==> src/rtl/tt_input_debounce.sv <==
`default_nettype none
// ============================================================================
// Module      : tt_input_debounce
// Description : Per-channel 2-flop synchronizer plus saturating debounce
//               counter. A changed level is accepted once it has persisted for
//               DEBOUNCE_CYCLES synchronized cycles. Optional registered
//               rise/fall pulses are built when DEBOUNCE_EDGE_EN is defined.
// Revision    : 1.0 - initial release
// ============================================================================
module tt_input_debounce #(
    parameter int NUM_CH          = 2,
    parameter int DEBOUNCE_CYCLES = 1000
) (
    input  logic              clk,
    input  logic              rst,
    input  logic [NUM_CH-1:0] raw_in,
    output logic [NUM_CH-1:0] db_out,
    output logic [NUM_CH-1:0] rise,
    output logic [NUM_CH-1:0] fall,
    output logic [NUM_CH-1:0] busy
);

    localparam int                 c_CNT_W   = $clog2(DEBOUNCE_CYCLES);
    localparam logic [c_CNT_W-1:0] c_CNT_MAX = c_CNT_W'(DEBOUNCE_CYCLES - 1);
    localparam logic [c_CNT_W-1:0] c_CNT_ONE = c_CNT_W'(1);

    for (genvar i = 0; i < NUM_CH; i++) begin : g_ch
        logic [1:0]         r_sync;
        logic [c_CNT_W-1:0] r_cnt;
        logic               r_db;
        logic               r_busy;
        logic               w_diff;
        logic               w_accept;

        assign w_diff   = r_sync[1] ^ r_db;
        assign w_accept = w_diff && (r_cnt == c_CNT_MAX);

        // Any cycle where the synchronized level matches the accepted one
        // discards the pending change; acceptance also clears the counter,
        // so the counter saturates at c_CNT_MAX and never wraps.
        always_ff @(posedge clk) begin
            if (rst) begin
                r_sync <= 2'b00;
                r_cnt  <= '0;
                r_db   <= 1'b0;
                r_busy <= 1'b0;
            end else begin
                r_sync <= {r_sync[0], raw_in[i]};
                if (!w_diff || w_accept) begin
                    r_cnt  <= '0;
                    r_busy <= 1'b0;
                end else begin
                    r_cnt  <= r_cnt + c_CNT_ONE;
                    r_busy <= 1'b1;
                end
                if (w_accept) begin
                    r_db <= ~r_db;
                end
            end
        end

        assign db_out[i] = r_db;
        assign busy[i]   = r_busy;

`ifdef DEBOUNCE_EDGE_EN
        logic r_rise;
        logic r_fall;

        // Pulses register alongside the db_out flip so they line up with it.
        always_ff @(posedge clk) begin
            if (rst) begin
                r_rise <= 1'b0;
                r_fall <= 1'b0;
            end else begin
                r_rise <= w_accept && !r_db;
                r_fall <= w_accept && r_db;
            end
        end

        assign rise[i] = r_rise;
        assign fall[i] = r_fall;
`else
        assign rise[i] = 1'b0;
        assign fall[i] = 1'b0;
`endif
    end

endmodule
`default_nettype wire

==> config.mk <==
export PLATFORM = sky130hd
export DESIGN_NAME = tt_input_debounce
export DESIGN_NICKNAME = d
export VERILOG_FILES = /design/src/rtl/tt_input_debounce.sv
export SDC_FILE = /design/constraint.sdc
export NUM_CORES = 1
export LEC_CHECK = 0
export BUFFER_PORTS_ARGS = -buffer_cell sky130_fd_sc_hd__buf_2
export CAP_MARGIN = 20
export CORE_ASPECT_RATIO = 1.4
export CORE_MARGIN = 2
export CORE_UTILIZATION = 51
export DETAILED_ROUTE_END_ITERATION = 16
export PLACE_DENSITY = 0.77
export SKIP_CTS_REPAIR_TIMING = 1
export SLEW_MARGIN = 0
export SYNTH_ARGS = -nofsm -noshare
export SYNTH_HDL_FRONTEND = slang
export SYNTH_SLANG_ARGS = --single-unit
export TNS_END_PERCENT = 10
==> constraint.sdc <==
create_clock -name clk -period 1.2 [get_ports clk]
set_input_delay 0.12 -clock clk [delete_from_list [all_inputs] [get_ports clk]]
set_output_delay 0.12 -clock clk [all_outputs]
set_load 0.05 [all_outputs]
# ---- Word level (Yosys, flattened, before mapping)
# Index checks and enable logic that the tools add are counted.
dict set report op_classes {
  addsub 2
  n_eq_ne 2
  muxes 2
  bitwise 4
  n_reduce_logical 8
}
# op n
set op_table {}
lappend op_table {{$add 10x1->10 const B} 2}
lappend op_table {{$eq 10x10->1 const B} 2}
lappend op_table {{$reduce_or 2->1} 2}
lappend op_table {{$logic_and 1x1->1} 2}
lappend op_table {{$logic_not 1->1} 2}
lappend op_table {{$logic_or 1x1->1} 2}
lappend op_table {{$mux 1} 2}
lappend op_table {{$not 1->1} 2}
lappend op_table {{$xor 1x1->1} 2}
dict set report totals {
  regBits 28
  input_bits 4
  output_inout_bits 8
  word_cells 26
}

# ---- Longest topological paths before layout
# Gate-level depths: netlist of the first run.
dict set report depth {
  word_depth 4
  ltp_mapped 5
  depth_no_buf 5
}

# ---- Worst setup path after synthesis of the first run
# Ideal clock, no wire load.
dict set report synth_timing {
  path_kind {reg2reg}
  from {reg g_ch[0].r_cnt[0]}
  to {reg g_ch[0].r_cnt[7]}
  setup_time_ns 0.119
  t_arrival_ns 1.128
  t_required_ns 1.081
  slack_ns -0.047
  path_stages_with_launch 5
  path_buffers 0
  synth_period_minus_slack_ns 1.247
  path_cell_list {dfxtp_1 -> ha_1 -> and4_1 -> a21oi_1 -> o221a_1}
}
dict set report synth_via {
  elab_chain_len 4
  word_cells_on_any_way 5
  classes_between {add/sub: 1; eq/ne: 1; reduce/logical: 3}
}
# item line
set synth_lines {}
lappend synth_lines {{from (decl)} 29} ;# logic [c_CNT_W-1:0] r_cnt;
lappend synth_lines {{from (signal assigned)} 53} ;# r_cnt <= r_cnt + c_CNT_ONE;
lappend synth_lines {{branches (longest 4 deep; another with $add 10x1->10)} -}
# Parallel ways; which one is timed is not known.
# A chain may end at the register's enable or synchronous reset.

# ---- Worst setup path after layout of the first run
dict set report layout_timing {
  from {reg g_ch[0].r_cnt[1]}
  to {reg g_ch[0].r_cnt[8]}
}
# Same word-level chain as after synthesis.

==> impl_metrics.json, run 1 <==
{
  "powerDensity_mw_per_mm2": 1000,
  "wl_met2_um": 1390,
  "final.setup.tns_ns": 0,
  "cts_root_buffer": "clkbuf_4",
  "wl_met3_um": 33,
  "cts_buffers": 3,
  "ff2ff_setup_slack_ns": 0.004,
  "viasPerCell": 5.41,
  "maxCapViolations": 0,
  "cts_sinks": 28,
  "vias": 914,
  "path_clk_slew_ns": 0.14,
  "synthArstFlopShare_pct": 0,
  "grt_overflow": 0,
  "die_x_um": 45.5,
  "start_util_pct": 52.6,
  "fin_crit_sh_pct": 99.7,
  "insertion_delay_ns": 0.31,
  "firstDrtPassIters": 4,
  "top_layer": "met4",
  "grt_pass1_vias": 897,
  "period_minus_slack_ns": 1.20,
  "synth_ff_type": "dfxtp_1",
  "clk_path_buf_depth": 2,
  "min_from": "raw_in[0]",
  "wire_per_inst_um": 14.2,
  "met1_length_um": 940,
  "drive_gt1_share_pct": 34.9,
  "netlist_area_mm2": 0.00123,
  "drt_iter0_drc": 17,
  "port_buffers": 7,
  "synth.avg_cell_area_um2": 9.39,
  "maxSlewViolCount": 0,
  "peakVddDrop_uv": 665,
  "antenna_cells": 0,
  "crit-reg2reg-launch": "g_ch[0].r_cnt[1]",
  "num-nets-final": 153,
  "hp-class": "input pin to register",
  "drc_errors": 0,
  "synthDistinctLibCells": 30,
  "r2r_cells": 4,
  "h-tree-depth": 1,
  "worstPathMaxFanout": 4,
  "fillers": 203,
  "synth.most_common_cell": "dfxtp_1",
  "hpwl_um": 1700,
  "hold_viol": 0,
  "routed_wl_um": 2390,
  "arrival_ns": 1.44,
  "ys_ff_latch": 28,
  "yosysTopAreaCellShare_pct": 45.6,
  "whs_endpoint": "g_ch[0].r_sync[0]",
  "worstPathRequired_ns": 1.45,
  "synth_edf_count": 0,
  "yosysTopAreaCell": "dfxtp_1",
  "design_area_mm2": 0.00145,
  "max_freq_mhz": 836,
  "num_rows": 21,
  "synth_warnings": 0,
  "final_core_util_pct": 62.0,
  "grt_pass1_wl_um": 3680,
  "ios": 12,
  "core_mm2": 0.00234,
  "antenna_left": 0,
  "place_inst": 164,
  "cp-start-kind": "register",
  "hold_depth": 2,
  "synth.yosys.seq_area_share_pct": 45.6,
  "antenna_found_initial": 0,
  "final_cells": 169,
  "cts_tree": "built",
  "end_kind": "register",
  "rsz0062_at_grt": "yes",
  "placed_cell_area_mm2": 0.00131,
  "syn_inst": 131,
  "reg2reg_to": "g_ch[0].r_cnt[8]",
  "die_h_um": 62.1,
  "status": "complete, no violations",
  "grt_usage_pct": 17.3,
  "finalSetupViolCount": 0,
  "p_leak_nw": 0.525,
  "gp_congestion": 0.824,
  "skew_ns": 0.00503,
  "die_area_mm2": 0.00283,
  "grt_max_degree": 16,
  "yosys-top-cells-count": "dfxtp_1, nor2_1, buf_4, inv_1, xor2_1",
  "critical_path_class": "register to register",
  "syn_to_final_growth_pct": 17.9,
  "synth_area_leaders": "dfxtp_1, nor2_1, xor2_1"
}
==> through the flow <==
step	total power [W]	setup slack, ns	hold slack [ns]
6_report	0.00145	0.00402	0.00866
5_1_grt	0.00153	-0.0571	0.0187
4_1_cts	0.00146	-0.0293	0.00203
3_5_place_dp	0.00103	-0.0169	0.338
3_3_place_gp	0.00103	0.0144	0.330
2_1_floorplan	0.00103	-0.00129	0.189
==> cells by family after synthesis <==
group | synth area share (%)
flip-flops | 45.6
buffers and inverters | 7.02
XOR/XNOR | 8.55
adder cells (fa/ha/maj) | 2.03
AND/OR/NAND/NOR | 25.5
other | 0.305
AO/OA/AOI/OAI | 11.0
==> power by group <==
group          switching [W]  internal, W  leakage, nW
clock network       0.000247     0.000185       0.0210
logic              0.0000544    0.0000213        0.271
registers         0.00000547     0.000940        0.234
total               0.000307      0.00115        0.525
==> sequential cells by signal (all words and copies together), names as in the netlist <==
register     cells
g_ch.r_cnt      20
g_ch.r_sync      4
g_ch.r_busy      2
g_ch.r_db        2
==> cell type report <==
class / count / area [um2] / share of cell area (%)
multi-input cells: 91 / 672 / 46.3
flip-flops and latches: 28 / 578 / 39.9
repair buffers: 16 / 109 / 7.51
clock buffers: 4 / 36.3 / 2.50
well taps: 23 / 28.8 / 1.98
inverters: 7 / 26.3 / 1.81
==> layer usage <==
metal,GRT usage (%),up-vias
li1,-,467
met1,19.1,437
met2,30.8,8
met3,2.62,2
met4,6.62,0
met5,0,-
==> critical path: stages (launching register included) <==
cell and delay, ns:
dfxtp_2 0.36, ha_4 0.16, and4_1 0.24, o21a_1 0.22, nor3_2 0.16
==> worst max-delay path by stage <==
stage,startpoint,end,slack (ns),depth (start not counted)
after floorplan,g_ch[1].r_cnt[0],g_ch[1].r_cnt[7],-0.001,4
after global routing,g_ch[1].r_cnt[4],g_ch[1].r_cnt[5],-0.06,4
after detailed placement,g_ch[1].r_cnt[0],g_ch[1].r_cnt[7],-0.02,4
after CTS,g_ch[1].r_cnt[0],g_ch[1].r_cnt[7],-0.03,4
final,g_ch[0].r_cnt[1],g_ch[0].r_cnt[8],0.004,4
after global placement,g_ch[0].r_cnt[1],g_ch[0].r_cnt[7],0.01,4
==> cell usage in the layout, fill, tap and decap left out, drive strengths merged <==
cell / netlist / layout
buf: 8 / 15
clkbuf: 0 / 4
a41oi: 1 / 1
conb: 1 / 4
and4: 3 / 3
nand3: 8 / 8
nand4: 5 / 5
xnor2: 5 / 5
o21a: 1 / 1
nor3: 3 / 3
and3: 2 / 2
dlygate4sd3: 0 / 1
xor2: 7 / 7
a311oi: 1 / 1
inv: 7 / 7
dfxtp: 28 / 28
nor2b: 6 / 6
nor2: 21 / 21
a31oi: 1 / 1
o211a: 1 / 1
a21oi: 7 / 7
ha: 2 / 2
nand2: 4 / 4
o21ai: 5 / 5
nand2b: 2 / 2
o221a: 2 / 2
Power figures use the tool's default switching activity.
==> run 2: changes to the inputs <==
--- a/config.mk
+++ b/config.mk
@@ -7,9 +7,10 @@
 export LEC_CHECK = 0
 export BUFFER_PORTS_ARGS = -buffer_cell sky130_fd_sc_hd__buf_2
 export CAP_MARGIN = 20
-export CORE_ASPECT_RATIO = 1.4
+export CORE_ASPECT_RATIO = 0.75
 export CORE_MARGIN = 2
 export CORE_UTILIZATION = 51
+export CTS_CLUSTER_SIZE = 40
 export DETAILED_ROUTE_END_ITERATION = 16
 export PLACE_DENSITY = 0.77
 export SKIP_CTS_REPAIR_TIMING = 1
==> run 2 against run 1 <==
The run now ends with negative setup slack left. Die area about the same. Hold slack gained 0.084 ns. Register-to-register slack worse by 0.04 ns. Utilization increased by 1.9 points. Non-clock buffer count increased by 2. Clock power up 40%. Wire length down 5.0%. Combinational power is 2% higher. Count of clock-buffer cells in the layout shrank 1. Sequential share of layout area is 0.72 points lower.
==> impl_metrics.json, run 2 (synthesized netlist as in run 1, its figures left out) <==
{
  "mostFrequentLayoutCells": "dfxtp_1, nor2_1, dfxtp_2, buf_4",
  "finalSetupViolCount": 5,
  "drive_gt1_share_pct": 31.1,
  "grt_pass1_wl_um": 3340,
  "port_buffers": 7,
  "final.setup.tns_ns": -0.123,
  "path_clk_slew_ns": 0.14,
  "die_x_um": 60.7,
  "min_from": "rst",
  "cts_tree": "built",
  "num_rows": 15,
  "skew_ns": 0.00325,
  "syn_to_final_growth_pct": 19.0,
  "maxCapViolations": 0,
  "insertion_delay_ns": 0.32,
  "grt_max_degree": 17,
  "reg2reg_to": "g_ch[1].r_cnt[1]",
  "fin_ws_ns": -0.0352,
  "largest_reg_flops": 20,
  "fin_crit_sh_pct": 103,
  "peakVddDrop_uv": 871,
  "grt_usage_pct": 16.6,
  "p_total_w": 0.00162,
  "hpwl_um": 1680,
  "violations": "negative setup slack",
  "crit-reg2reg-launch": "g_ch[1].r_db",
  "core_mm2": 0.00229,
  "seq_area_um2": 573,
  "powerDensity_mw_per_mm2": 1110,
  "drc_errors": 0,
  "ios": 12,
  "num-nets-final": 155,
  "p_leak_nw": 0.537,
  "cts_sinks": 28,
  "routed_wl_um": 2270,
  "rsz0062_at_grt": "yes",
  "end_kind": "register",
  "grt_pass1_vias": 801,
  "layout_commonest_cell": "dfxtp_1",
  "max_freq_mhz": 810,
  "start_util_pct": 53.7,
  "hold_depth": 2,
  "worstPathMaxFanout": 6,
  "antenna_found_initial": 0,
  "clk_path_buf_depth": 2,
  "fillers": 184,
  "arrival_ns": 1.50,
  "cts_root_buffer": "clkbuf_4",
  "ff2ff_setup_slack_ns": -0.04,
  "wire_per_inst_um": 12.5,
  "firstDrtPassIters": 5,
  "h-tree-depth": 1,
  "worstPathRequired_ns": 1.46,
  "reg_top3": "g_ch.r_cnt x20, g_ch.r_sync x4",
  "gp_congestion": 0.750,
  "status": "finished, violations left",
  "cts_buffers": 3,
  "die_h_um": 46.5,
  "r2r_cells": 4,
  "hold_viol": 0,
  "regMostFlops": "g_ch.r_cnt",
  "maxSlewViolCount": 0,
  "period_minus_slack_ns": 1.24,
  "multi_input_area_um2": 647,
  "die_area_mm2": 0.00282,
  "antenna_left": 0,
  "whs_endpoint": "g_ch[1].r_sync[0]",
  "cp-start-kind": "register",
  "grt_overflow": 0,
  "antenna_cells": 0,
  "viasPerCell": 5.10,
  "vias": 929,
  "critical_path_class": "register to register",
  "hp-class": "input pin to register",
  "drt_iter0_drc": 36
}
-- run 2: metal layers --
metal	track usage (%)	part of all wire [%]	vias up
met5	0	0	-
met4	5.22	0.40	0
met3	6.74	6.7	2
met2	24.7	46	38
met1	21.9	47	418
li1	-	-	471
-- run 2: worst max-delay path, stage by stage (launching register included) --
cell and delay [ns]:
dfxtp_1 0.40, xor2_1 0.25, nor2b_2 0.29, o21ai_4 0.12, nor2_1 0.12
-- run 2: metrics by stage --
stage	instance area [um2]	cells	hold slack, ns	utilization [%]	worst slack, ns
after global routing	1460	182	0.0771	63.9	-0.0804
after CTS	1370	178	-0.0165	59.8	-0.0489
after detailed placement	1320	174	0.336	57.5	-0.0256
final	1460	182	0.0931	63.9	-0.0352
after global placement	1320	174	0.327	57.5	0.000764
after floorplan	1250	134	0.189	-	-0.00129
-- run 2: layout make-up --
cell class	instances	area share (%)
clock inverters	1	2.05
flip-flops and latches	28	39.1
inverters	7	1.79
multi-input cells	91	44.2
clock buffers	3	1.54
repair buffers	18	8.38
well taps	34	2.91
-- run 2: worst max-delay path by stage --
stage                           from                to  slack, ns  cells after the start
floorplan           g_ch[1].r_cnt[0]  g_ch[1].r_cnt[7]     -0.001                      4
global placement    g_ch[1].r_cnt[0]  g_ch[1].r_cnt[7]     0.0008                      4
detailed placement  g_ch[0].r_cnt[1]  g_ch[0].r_cnt[7]      -0.03                      4
CTS                 g_ch[0].r_cnt[1]  g_ch[0].r_cnt[7]      -0.05                      4
global route        g_ch[0].r_cnt[4]  g_ch[0].r_cnt[9]      -0.08                      4
finish                  g_ch[1].r_db  g_ch[1].r_cnt[1]      -0.04                      4
-- run 2: report_power, final --
| part | switching [W] | internal, W |
|---|---|---|
| registers | 0.00000468 | 0.000940 |
| logic | 0.0000548 | 0.0000222 |
| clock network | 0.000265 | 0.000338 |
| total | 0.000325 | 0.00130 |
==> run 3: changes to the inputs <==
--- a/config.mk
+++ b/config.mk
@@ -7,12 +7,11 @@
 export LEC_CHECK = 0
 export BUFFER_PORTS_ARGS = -buffer_cell sky130_fd_sc_hd__buf_2
 export CAP_MARGIN = 20
-export CORE_ASPECT_RATIO = 0.75
 export CORE_MARGIN = 2
 export CORE_UTILIZATION = 51
 export CTS_CLUSTER_SIZE = 40
 export DETAILED_ROUTE_END_ITERATION = 16
-export PLACE_DENSITY = 0.77
+export PLACE_DENSITY = 0.74
 export SKIP_CTS_REPAIR_TIMING = 1
 export SLEW_MARGIN = 0
 export SYNTH_ARGS = -nofsm -noshare
==> run 3 against run 2 <==
The run now ends clean. Global-route usage is 1.4 points higher. Sequential power hardly changed. Via count is 3.3% lower. Combinational power is 5.8% lower. Critical path depth stayed put. Wire length is 8.8% lower. Setup slack better by 0.051 ns. First-iteration DRC count is 56% lower. Hold slack worse by 0.091 ns. Utilization is 1.7 points lower.
==> impl_metrics.json, run 3 (synthesized netlist as in run 1, its figures left out) <==
{
  "reg2reg_to": "g_ch[0].r_cnt[7]",
  "hold_viol": 0,
  "grt_max_degree": 15,
  "cts_buffers": 3,
  "antenna_left": 0,
  "cp-start-kind": "register",
  "final_core_util_pct": 62.3,
  "layout_commonest_cell": "nor2_1",
  "largest_reg_flops": 20,
  "ios": 12,
  "cts_sinks": 28,
  "wire_per_inst_um": 12.0,
  "cp-endpoint": "g_ch[0].r_cnt[7]",
  "grt_overflow": 0,
  "worstPathMaxFanout": 4,
  "multi_input_area_um2": 639,
  "core_mm2": 0.00225,
  "start_util_pct": 54.6,
  "final_cells": 173,
  "skew_ns": 0.00463,
  "antenna_cells": 0,
  "num_rows": 17,
  "grt_pass1_vias": 896,
  "max_freq_mhz": 844,
  "maxSlewViolCount": 0,
  "crit_path_start": "g_ch[0].r_cnt[0]",
  "powerDensity_mw_per_mm2": 988,
  "period_minus_slack_ns": 1.18,
  "syn_to_final_growth_pct": 14.1,
  "cts_tree": "built",
  "arrival_ns": 1.41,
  "status": "complete, no violations",
  "port_buffers": 7,
  "clk_path_buf_depth": 2,
  "die_x_um": 53.1,
  "num-nets-final": 153,
  "r2r_cells": 4,
  "grt_pass1_wl_um": 3620,
  "mostFrequentLayoutCells": "nor2_1, dfxtp_1, dfxtp_2, buf_4",
  "placed_cell_area_mm2": 0.00132,
  "die_area_mm2": 0.00282,
  "hpwl_um": 1530,
  "regMostFlops": "g_ch.r_cnt",
  "firstDrtPassIters": 4,
  "ff2ff_setup_slack_ns": 0.02,
  "die_h_um": 53.1,
  "p_leak_nw": 0.517,
  "place_inst": 169,
  "gp_congestion": 0.793,
  "critical_path_class": "register to register",
  "design_area_mm2": 0.00140,
  "fin_crit_sh_pct": 98.7,
  "crit-reg2reg-launch": "g_ch[0].r_cnt[0]",
  "grt_usage_pct": 18.0,
  "drt_iter0_drc": 16,
  "end_kind": "register",
  "vias": 898,
  "cts_root_buffer": "clkbuf_4",
  "seq_area_um2": 576,
  "reg_top3": "g_ch.r_cnt x20, g_ch.r_sync x4",
  "rsz0062_at_grt": "yes",
  "maxCapViolations": 0,
  "antenna_found_initial": 0,
  "worstPathRequired_ns": 1.43,
  "h-tree-depth": 1,
  "drc_errors": 0,
  "drive_gt1_share_pct": 32.4,
  "insertion_delay_ns": 0.32,
  "finalSetupViolCount": 0,
  "hp-class": "input pin to register",
  "viasPerCell": 5.19,
  "peakVddDrop_uv": 853,
  "routed_wl_um": 2070,
  "path_clk_slew_ns": 0.14,
  "fillers": 198
}
[run 3: routing by layer]
metal / share of wire, % / vias to the layer above / track usage, %
li1: - / 463 / -
met1: 42 / 426 / 17.4
met2: 55 / 5 / 34.2
met3: 1.8 / 4 / 4.24
met4: 1.6 / 0 / 10.3
met5: 0 / - / 0
[run 3: area by class of cell]
type,count,share of cell area (%)
Sequential cell,28,41.0
Tap cell,28,2.50
Clock buffer,3,1.60
Multi-Input combinational cell,91,45.5
Inverter,7,1.87
Timing Repair Buffer,16,7.49
[run 3: worst min-delay path by stage]
| stage | startpoint | end | slack (ns) | cells past startpoint |
|---|---|---|---|---|
| detailed placement | raw_in[1] | g_ch[1].r_sync[0] | 0.33 | 2 |
| finish | raw_in[1] | g_ch[1].r_sync[0] | 0.002 | 2 |
| floorplan | rst | g_ch[0].r_db | 0.19 | 1 |
| global placement | raw_in[1] | g_ch[1].r_sync[0] | 0.33 | 2 |
| global route | raw_in[1] | g_ch[1].r_sync[0] | 0.03 | 2 |
| CTS | raw_in[1] | g_ch[1].r_sync[0] | -0.01 | 2 |
[run 3: report_power, final]
part	total, W	internal [W]	switching (W)
logic	0.0000725	0.0000198	0.0000527
registers	0.000944	0.000940	0.00000422
clock network	0.000370	0.000118	0.000252
total	0.00139	0.00108	0.000309
[run 3: stage by stage]
stage	hold slack [ns]	setup TNS [ns]	worst slack (ns)	power, W
2_1_floorplan	0.189	-0.00129	-0.00129	0.00103
3_3_place_gp	0.332	-0.0864	-0.0232	0.00103
3_5_place_dp	0.332	-0.143	-0.0472	0.00103
4_1_cts	-0.0140	-0.301	-0.0707	0.00140
5_1_grt	0.0304	-0.361	-0.0345	0.00145
6_report	0.00164	0	0.0153	0.00139
[run 3: critical path, cell delays in order (launching register included)]
cell,delay [ns]
dfxtp_2,0.36
ha_2,0.20
and4_4,0.24
a21oi_1,0.06
o221a_1,0.23
